### src/rtl/block_drawer_pkg.sv
// Shared types and geometry constants for the block drawer controller and its bench.
package block_drawer_pkg;

    localparam int unsigned TILE         = 20;
    localparam int unsigned BEVEL        = 2;
    localparam int unsigned BLOCK_PIXELS = 408;
    localparam int unsigned GRID_PIXELS  = 404;
    localparam int unsigned STATE_W      = 5;

    typedef enum logic [STATE_W-1:0] {
        IDLE       = 5'd0,
        INIT_TOP   = 5'd1,
        TOP        = 5'd2,
        TOP_B      = 5'd3,
        INIT_BOT   = 5'd4,
        BOT        = 5'd5,
        BOT_B      = 5'd6,
        INIT_LEFT  = 5'd7,
        LEFT       = 5'd8,
        LEFT_B     = 5'd9,
        INIT_RIGHT = 5'd10,
        RIGHT      = 5'd11,
        RIGHT_B    = 5'd12,
        INIT_MAIN  = 5'd13,
        MAIN       = 5'd14,
        DONE       = 5'd15,
        G_INIT     = 5'd16,
        G_TOP      = 5'd17,
        G_BINIT    = 5'd18,
        G_BOT      = 5'd19,
        G_LINIT    = 5'd20,
        G_LEFT     = 5'd21,
        G_RINIT    = 5'd22,
        G_RIGHT    = 5'd23,
        G_MINIT    = 5'd24,
        G_MAIN     = 5'd25
    } drawer_state_t;

endpackage

### src/rtl/block_drawer_ctrl.sv
// Sequencing FSM for the block drawer datapath: one start pulse paints one
// bevelled tile (block mode) or one grid cell (grid mode), one plot per pixel,
// advancing only when the frame buffer accepts (plot && ready).
// Strobes are Mealy outputs: the datapath flags and ready are used in the same
// cycle they are read, so a stalled pixel holds plot with every strobe low.
module block_drawer_ctrl
    import block_drawer_pkg::*;
(
    input  logic clk,
    input  logic reset,
    input  logic start,
    input  logic grid,
    input  logic ready,
    input  logic x_eq_19md,
    input  logic y_eq_1,
    input  logic y_eq_18,
    input  logic y_eq_19md,
    input  logic x_eq_1,
    input  logic x_eq_18,
    output logic init_top,
    output logic init_bot,
    output logic init_left,
    output logic init_right,
    output logic init_main,
    output logic incr_x,
    output logic decr_x,
    output logic incr_y,
    output logic decr_y,
    output logic zero_x,
    output logic zero_y,
    output logic set_xd,
    output logic set_yd,
    output logic incr_delta,
    output logic reset_x,
    output logic grid_init,
    output logic grid_b_init,
    output logic grid_l_init,
    output logic grid_r_init,
    output logic grid_main_init,
    output logic incr_y_gm,
    output logic plot,
    output logic busy,
    output logic done
);

    drawer_state_t state_q;
    drawer_state_t state_d;

    // State register; reset aborts any draw immediately.
    always_ff @(posedge clk or posedge reset) begin
        if (reset) begin
            state_q <= IDLE;
        end else begin
            state_q <= state_d;
        end
    end

    // Next-state and strobe decode.
    always_comb begin
        state_d        = state_q;
        init_top       = 1'b0;
        init_bot       = 1'b0;
        init_left      = 1'b0;
        init_right     = 1'b0;
        init_main      = 1'b0;
        incr_x         = 1'b0;
        decr_x         = 1'b0;
        incr_y         = 1'b0;
        decr_y         = 1'b0;
        zero_x         = 1'b0;
        zero_y         = 1'b0;
        set_xd         = 1'b0;
        set_yd         = 1'b0;
        incr_delta     = 1'b0;
        reset_x        = 1'b0;
        grid_init      = 1'b0;
        grid_b_init    = 1'b0;
        grid_l_init    = 1'b0;
        grid_r_init    = 1'b0;
        grid_main_init = 1'b0;
        incr_y_gm      = 1'b0;
        plot           = 1'b0;
        done           = 1'b0;
        busy           = (state_q != IDLE);

        case (state_q)
            IDLE: begin
                if (start) begin
                    state_d = grid ? G_INIT : INIT_TOP;
                end
            end

            // ---------------- block mode: top bevel rows ----------------
            INIT_TOP: begin
                init_top = 1'b1;
                state_d  = TOP;
            end
            TOP: begin
                plot = 1'b1;
                if (ready) begin
                    if (!x_eq_19md) begin
                        incr_x = 1'b1;
                    end else if (!y_eq_1) begin
                        incr_y  = 1'b1;
                        zero_x  = 1'b1;
                        state_d = TOP_B;
                    end else begin
                        state_d = INIT_BOT;
                    end
                end
            end
            TOP_B: begin
                set_xd     = 1'b1;
                incr_delta = 1'b1;
                state_d    = TOP;
            end

            // ---------------- block mode: bottom bevel rows -------------
            INIT_BOT: begin
                init_bot = 1'b1;
                state_d  = BOT;
            end
            BOT: begin
                plot = 1'b1;
                if (ready) begin
                    if (!x_eq_19md) begin
                        incr_x = 1'b1;
                    end else if (!y_eq_18) begin
                        decr_y  = 1'b1;
                        zero_x  = 1'b1;
                        state_d = BOT_B;
                    end else begin
                        state_d = INIT_LEFT;
                    end
                end
            end
            BOT_B: begin
                set_xd     = 1'b1;
                incr_delta = 1'b1;
                state_d    = BOT;
            end

            // ---------------- block mode: left bevel columns ------------
            INIT_LEFT: begin
                init_left = 1'b1;
                state_d   = LEFT;
            end
            LEFT: begin
                plot = 1'b1;
                if (ready) begin
                    if (!y_eq_19md) begin
                        incr_y = 1'b1;
                    end else if (!x_eq_1) begin
                        incr_x  = 1'b1;
                        zero_y  = 1'b1;
                        state_d = LEFT_B;
                    end else begin
                        state_d = INIT_RIGHT;
                    end
                end
            end
            LEFT_B: begin
                set_yd     = 1'b1;
                incr_delta = 1'b1;
                state_d    = LEFT;
            end

            // ---------------- block mode: right bevel columns -----------
            INIT_RIGHT: begin
                init_right = 1'b1;
                state_d    = RIGHT;
            end
            RIGHT: begin
                plot = 1'b1;
                if (ready) begin
                    if (!y_eq_19md) begin
                        incr_y = 1'b1;
                    end else if (!x_eq_18) begin
                        decr_x  = 1'b1;
                        zero_y  = 1'b1;
                        state_d = RIGHT_B;
                    end else begin
                        state_d = INIT_MAIN;
                    end
                end
            end
            RIGHT_B: begin
                set_yd     = 1'b1;
                incr_delta = 1'b1;
                state_d    = RIGHT;
            end

            // ---------------- block mode: interior fill -----------------
            INIT_MAIN: begin
                init_main = 1'b1;
                state_d   = MAIN;
            end
            MAIN: begin
                plot = 1'b1;
                if (ready) begin
                    if (!x_eq_19md) begin
                        incr_x = 1'b1;
                    end else if (!y_eq_19md) begin
                        incr_y  = 1'b1;
                        reset_x = 1'b1;
                    end else begin
                        state_d = DONE;
                    end
                end
            end

            // ---------------- grid mode: outline ------------------------
            G_INIT: begin
                grid_init = 1'b1;
                state_d   = G_TOP;
            end
            G_TOP: begin
                plot = 1'b1;
                if (ready) begin
                    if (!x_eq_19md) begin
                        incr_x = 1'b1;
                    end else begin
                        state_d = G_BINIT;
                    end
                end
            end
            G_BINIT: begin
                grid_b_init = 1'b1;
                state_d     = G_BOT;
            end
            G_BOT: begin
                plot = 1'b1;
                if (ready) begin
                    if (!x_eq_19md) begin
                        incr_x = 1'b1;
                    end else begin
                        state_d = G_LINIT;
                    end
                end
            end
            G_LINIT: begin
                grid_l_init = 1'b1;
                state_d     = G_LEFT;
            end
            G_LEFT: begin
                plot = 1'b1;
                if (ready) begin
                    if (!y_eq_19md) begin
                        incr_y = 1'b1;
                    end else begin
                        state_d = G_RINIT;
                    end
                end
            end
            G_RINIT: begin
                grid_r_init = 1'b1;
                state_d     = G_RIGHT;
            end
            G_RIGHT: begin
                plot = 1'b1;
                if (ready) begin
                    if (!y_eq_19md) begin
                        incr_y = 1'b1;
                    end else begin
                        state_d = G_MINIT;
                    end
                end
            end

            // ---------------- grid mode: interior -----------------------
            G_MINIT: begin
                grid_main_init = 1'b1;
                state_d        = G_MAIN;
            end
            G_MAIN: begin
                plot = 1'b1;
                if (ready) begin
                    if (!x_eq_18) begin
                        incr_x = 1'b1;
                    end else if (!y_eq_18) begin
                        incr_y_gm = 1'b1;
                    end else begin
                        state_d = DONE;
                    end
                end
            end

            DONE: begin
                done    = 1'b1;
                state_d = IDLE;
            end

            default: begin
                state_d = IDLE;
            end
        endcase
    end

endmodule
### config.mk
export PLATFORM = sky130hd
export DESIGN_NAME = block_drawer_ctrl
export DESIGN_NICKNAME = d
export VERILOG_FILES = /design/src/rtl/block_drawer_pkg.sv /design/src/rtl/block_drawer_ctrl.sv
export SDC_FILE = /design/constraint.sdc
export NUM_CORES = 1
export LEC_CHECK = 0
export CAP_MARGIN = 10
export CORE_UTILIZATION = 35
export DETAILED_ROUTE_END_ITERATION = 6
export PLACE_DENSITY = 0.75
export SLEW_MARGIN = 20
export SYNTH_ARGS = -nofsm -noshare
export SYNTH_HDL_FRONTEND = slang
export SYNTH_SLANG_ARGS = --single-unit
### constraint.sdc
create_clock -name clk -period 2.85 [get_ports clk]
set_input_delay 0.285 -clock clk [delete_from_list [all_inputs] [get_ports clk]]
set_output_delay 0.285 -clock clk [all_outputs]
set_load 0.005 [all_outputs]
Yosys cells after proc, flatten, opt, wreduce, memory -nomap -nowiden
Cells that the tools add are included.
{ "totals": {"ff_bits": 5, "wordCells": 135, "latchBits": 0, "mem_bits_ro": 0, "inputBits": 11, "memories": 0, "output_inout_bits": 24, "mem_bits_rw": 0} }
{ "classes": {"n_mul": 0, "magnitude_cmp": 0, "n_eq_ne": 48, "n_bitwise": 0, "reduce_logical": 13, "n_shift": 0, "addsub": 0, "div_mod_pow": 0, "mux": 73} }
{ "ops": {"columns": ["operator", "n"], "rows": [
  ["$mux W5", 24],
  ["$pmux W5 S21", 1],
  ["$eq A5 B5 Y1 const B", 10],
  ["$ne A2 B2 Y1 const B", 23],
  ["$mux W1", 42],
  ["$eq A5 B4 Y1 const B", 8],
  ["$reduce_and A23 Y1", 1],
  ["$eq A5 B3 Y1 const B", 4],
  ["$reduce_or A2 Y1", 6],
  ["$eq A5 B2 Y1 const B", 2],
  ["$reduce_or A10 Y1", 1],
  ["$reduce_or A4 Y1", 2],
  ["$pmux W1 S3", 2],
  ["$eq A5 B1 Y1 const B", 1],
  ["$logic_not A5 Y1", 1],
  ["$reduce_bool A5 Y1", 1],
  ["$reduce_or A5 Y1", 1],
  ["$pmux W1 S2", 2],
  ["$mux W3", 1],
  ["$mux W2", 1]
]} }

Depth between registers and ports, before layout
{ "depth": {"word_depth": 4, "depth_mapped": 8, "mapped_depth_nobuf": 5} }

Least setup slack after synthesis
No wires, ideal clock.
{ "synth_timing": {"kind": "flip-flop to output port", "start": "register state_q[3]", "end": "output port zero_x", "stages_incl_launch_ff": 6, "setup_slack_ps": 997, "t_required_ps": 2565, "path_buffers": 3, "t_arrival_ps": 1568, "path_cell_list": "dfrtp_1 > buf_6 > buf_2 > clkbuf_1 > or4_1 > a21oi_1"} }
{ "synth_between": {"elab_chain_len": 2, "word_cells_on_any_way": 3, "cone_classes": "2 x eq/ne; 1 x mux"} }
{ "synth_rtl": {"columns": ["item", "line_no", "source"], "rows": [
  ["start, declared", "block_drawer_ctrl.sv:46", "drawer_state_t state_q;"],
  ["start signal, assigned", "block_drawer_ctrl.sv:54", "state_q <= state_d;"],
  ["$eq A5 B3 Y1 / $eq A5 B2 Y1 (equally long branches)", "block_drawer_ctrl.sv:86", "case (state_q)"],
  ["$pmux W1 S2 *", "block_drawer_ctrl.sv:86", null],
  ["end, declared", "block_drawer_ctrl.sv:29", "output logic zero_x,"]
]} }
Mark *: on every way between the ends. The rest lies on a longest branch, timed or not.

Worst setup path in the final report
{ "layout_timing": {"start": "register state_q[2]", "end": "output port incr_x"} }
{ "layout_between": {"elab_chain_len": 3, "word_cells_on_any_way": 9, "cone_classes": "7 x eq/ne; 1 x mux; 1 x reduce/logical"} }
{ "layout_rtl": {"columns": ["item", "line_no", "source"], "rows": [
  ["$eq A5 B5 Y1, or another cell as far along", "block_drawer_ctrl.sv:86", null],
  ["$reduce_or A5 Y1 (no line)", null, null],
  ["$pmux W1 S3 *", "block_drawer_ctrl.sv:86", null],
  ["end, declared", "block_drawer_ctrl.sv:25", "output logic incr_x,"]
]} }
Marks and branches as above.

==> metrics <==
share of async-settable or async-resettable flops after synthesis=100%; total power divided by cell area=1000 mW/mm2; count leader, synth=nor2_1; clock power share=5.7%; Nets=190; hold_buf cts=0; Residual DRC=0; max-cap viol count=0; setup_tns=0 ps; top_reg_cell synth=dfrtp_1; Final min period=2670 ps; Mean Syn Cell Area=6.88 um2; top post-synthesis cells by count=nor2_1, nand2_1, nor3_1; top flop regs=state_q: 5 flops; sequential share of power=17.2%; post-synth cell types=55; Worst-Skew Late Latency=240 ps; Fmax=375 MHz; DR vias=1275; Switch Pwr=0.719 mW; Root Driver=clkbuf_4; FF-to-FF path depth=6; CP Capture Type=output port; DRT iter0 DRCs=69; sequential area share after synthesis=12.3%; YS warnings=0; vias per inst=6.10; Longest Clk Path Bufs=2; cell-internal power=0.690 mW; path type of the worst setup path=reg -> out; Fin. Hold Viols=0; Placement Rows=19; syn nets=159; number of global-route vias before repair=1113; Clock Skew=4.27 ps; die height=55.9 um; clk slew on worst S/H paths=50 ps; CTS tree=done; pin count of the biggest net entering global routing=25; layout cells sized above 1=14.6%; antenna violations before repair=0; Routed Antenna Nets=0; Routed WL per cell=15.2 um; fin util=50.9%; R2R Path End=state_q[0]; initial core utilization=36.9%; Crit. Startpoint=state_q[2]; ANT cells=0; first-pass GRT wire length=5180 um; cell taking the most area after synthesis=dfrtp_1; min-delay worst type=in -> async; Layout area overhead=37.8%; GPL Wtd Cong=0.939; Largest Register=state_q; Global Route Usage Sum=20.0%; RR Startpoint=state_q[2]; Core Area=0.00276 mm2; status=complete, no violations; Tcrit/Tclk final=93.5%; Worst slew margin=65.4%; max FFs per register=5; Switching Share=51.0%; CTS buffer count=3; count of pins over their slew limit=0; final WL=3180 um; startpoint type of the worst setup path=flip-flop; combinational power share=77.1%; critical path data required time=2570 ps; Worst Max-Slew Pin Slew=512 ps; Setup violations, final=0; WP data arrival=2380 ps; FF+latch count, synth=5; Die W=55.9 um; Mapped Cells=148; number of H-tree levels=1; top cells by area, synth=dfrtp_1, nor2_1, nand2_1; Congestion Overflow GR=0; synthesized area=0.00102 mm2; dpl hpwl=2360 um; leakage power=0.530 nW; Sink Count=5; CP Max Fanout=24; I/O Pins=35; EDFF count, synth=0; RSZ-0062 raised after global routing=false; Die ar.=0.00313 mm2; drt pass-1 iters=4; Reg2Reg Setup Slack=560 ps; top-area cell type share of the netlist area=12.3%; # port buffers=34; IR drop worst, VDD=0.800 mV
-- per-stage QoR --
step / hold WS, ps / power (mW) / worst slack, ps / std cells / cell area, um2
2_1_floorplan: 63.5 / 0.973 / 997 / 148 / 1020
5_1_grt: 277 / 1.51 / 53.1 / 209 / 1400
4_1_cts: 247 / 1.39 / 46.8 / 209 / 1400
6_report: 245 / 1.41 / 184 / 209 / 1400
3_3_place_gp: 498 / 1.28 / 363 / 205 / 1370
3_5_place_dp: 506 / 1.30 / 308 / 205 / 1370
-- placed cells by master, fill, tap and decap left out, drive strengths merged, types with 3 or more instances in the layout --
master,synthesis,routed
a21oi,4,4
a31oi,3,3
and3,5,5
buf,11,8
clkbuf,5,3
clkdlybuf4s50,0,34
clkinv,2,3
dfrtp,5,5
inv,4,4
mux2,4,4
nand2,13,13
nand2b,5,5
nand3,5,5
nor2,15,15
nor2b,4,4
nor3,9,9
nor4,4,4
o21ai,6,6
o22ai,3,3
-- worst max-delay path by stage --
stage | to | slack [ps] | depth (start not counted)
6_report | incr_x | 180 | 6
3_3_place_gp | incr_y | 360 | 6
4_1_cts | incr_x | 50 | 6
5_1_grt | incr_x | 50 | 6
2_1_floorplan | zero_x | 1000 | 5
3_5_place_dp | incr_x | 310 | 6
-- power by group through the flow --
stage	clock [mW]	combinational (mW)	sequential (mW)
after floorplan	0	0.843	0.130
after global placement	0	1.05	0.233
after detailed placement	0	1.07	0.234
after CTS	0.0834	1.07	0.234
after global routing	0.0874	1.18	0.252
final	0.0802	1.09	0.242
-- critical path: stages, from the launching register on --
cell             delay (ps)
dfrtp_2                 550
buf_4                   240
or3_4                   410
mux2i_1                 190
a22oi_1                 120
nor2b_1                 130
clkdlybuf4s50_1         500
-- per-layer routing --
layer	track usage (%)	wire length, um	vias up
met5	0	0	-
li1	-	-	615
met4	3.83	17	0
met1	28.7	1370	568
met2	31.7	1470	90
met3	3.49	329	2
-- repair_timing --
item                                    in CTS  in global routing
endpoints found under the setup margin       0                  2
buffers inserted                             0                  0
gates resized for setup                      0                  2
-- cell type report --
class | instances | area, um2
Fill cell | 275 | 1350
Multi-Input combinational cell | 121 | 787
Timing Repair Buffer | 42 | 400
Sequential cell | 5 | 128
Tap cell | 31 | 38.8
Clock buffer | 3 | 22.5
Inverter | 6 | 22.5
Clock inverter | 1 | 5.00
-- logic make-up (layout without fill, tap and decap cells) --
kind of cell,after synthesis,count (layout),synth area share (%)
buffers and inverters,22,52,10.4
AND/OR/NAND/NOR,74,74,40.3
AO/OA/AOI/OAI,38,38,28.0
multiplexers,6,6,6.39
XOR/XNOR,3,3,2.58
flip-flops,5,5,12.3
Power figures use the tool's default switching activity.
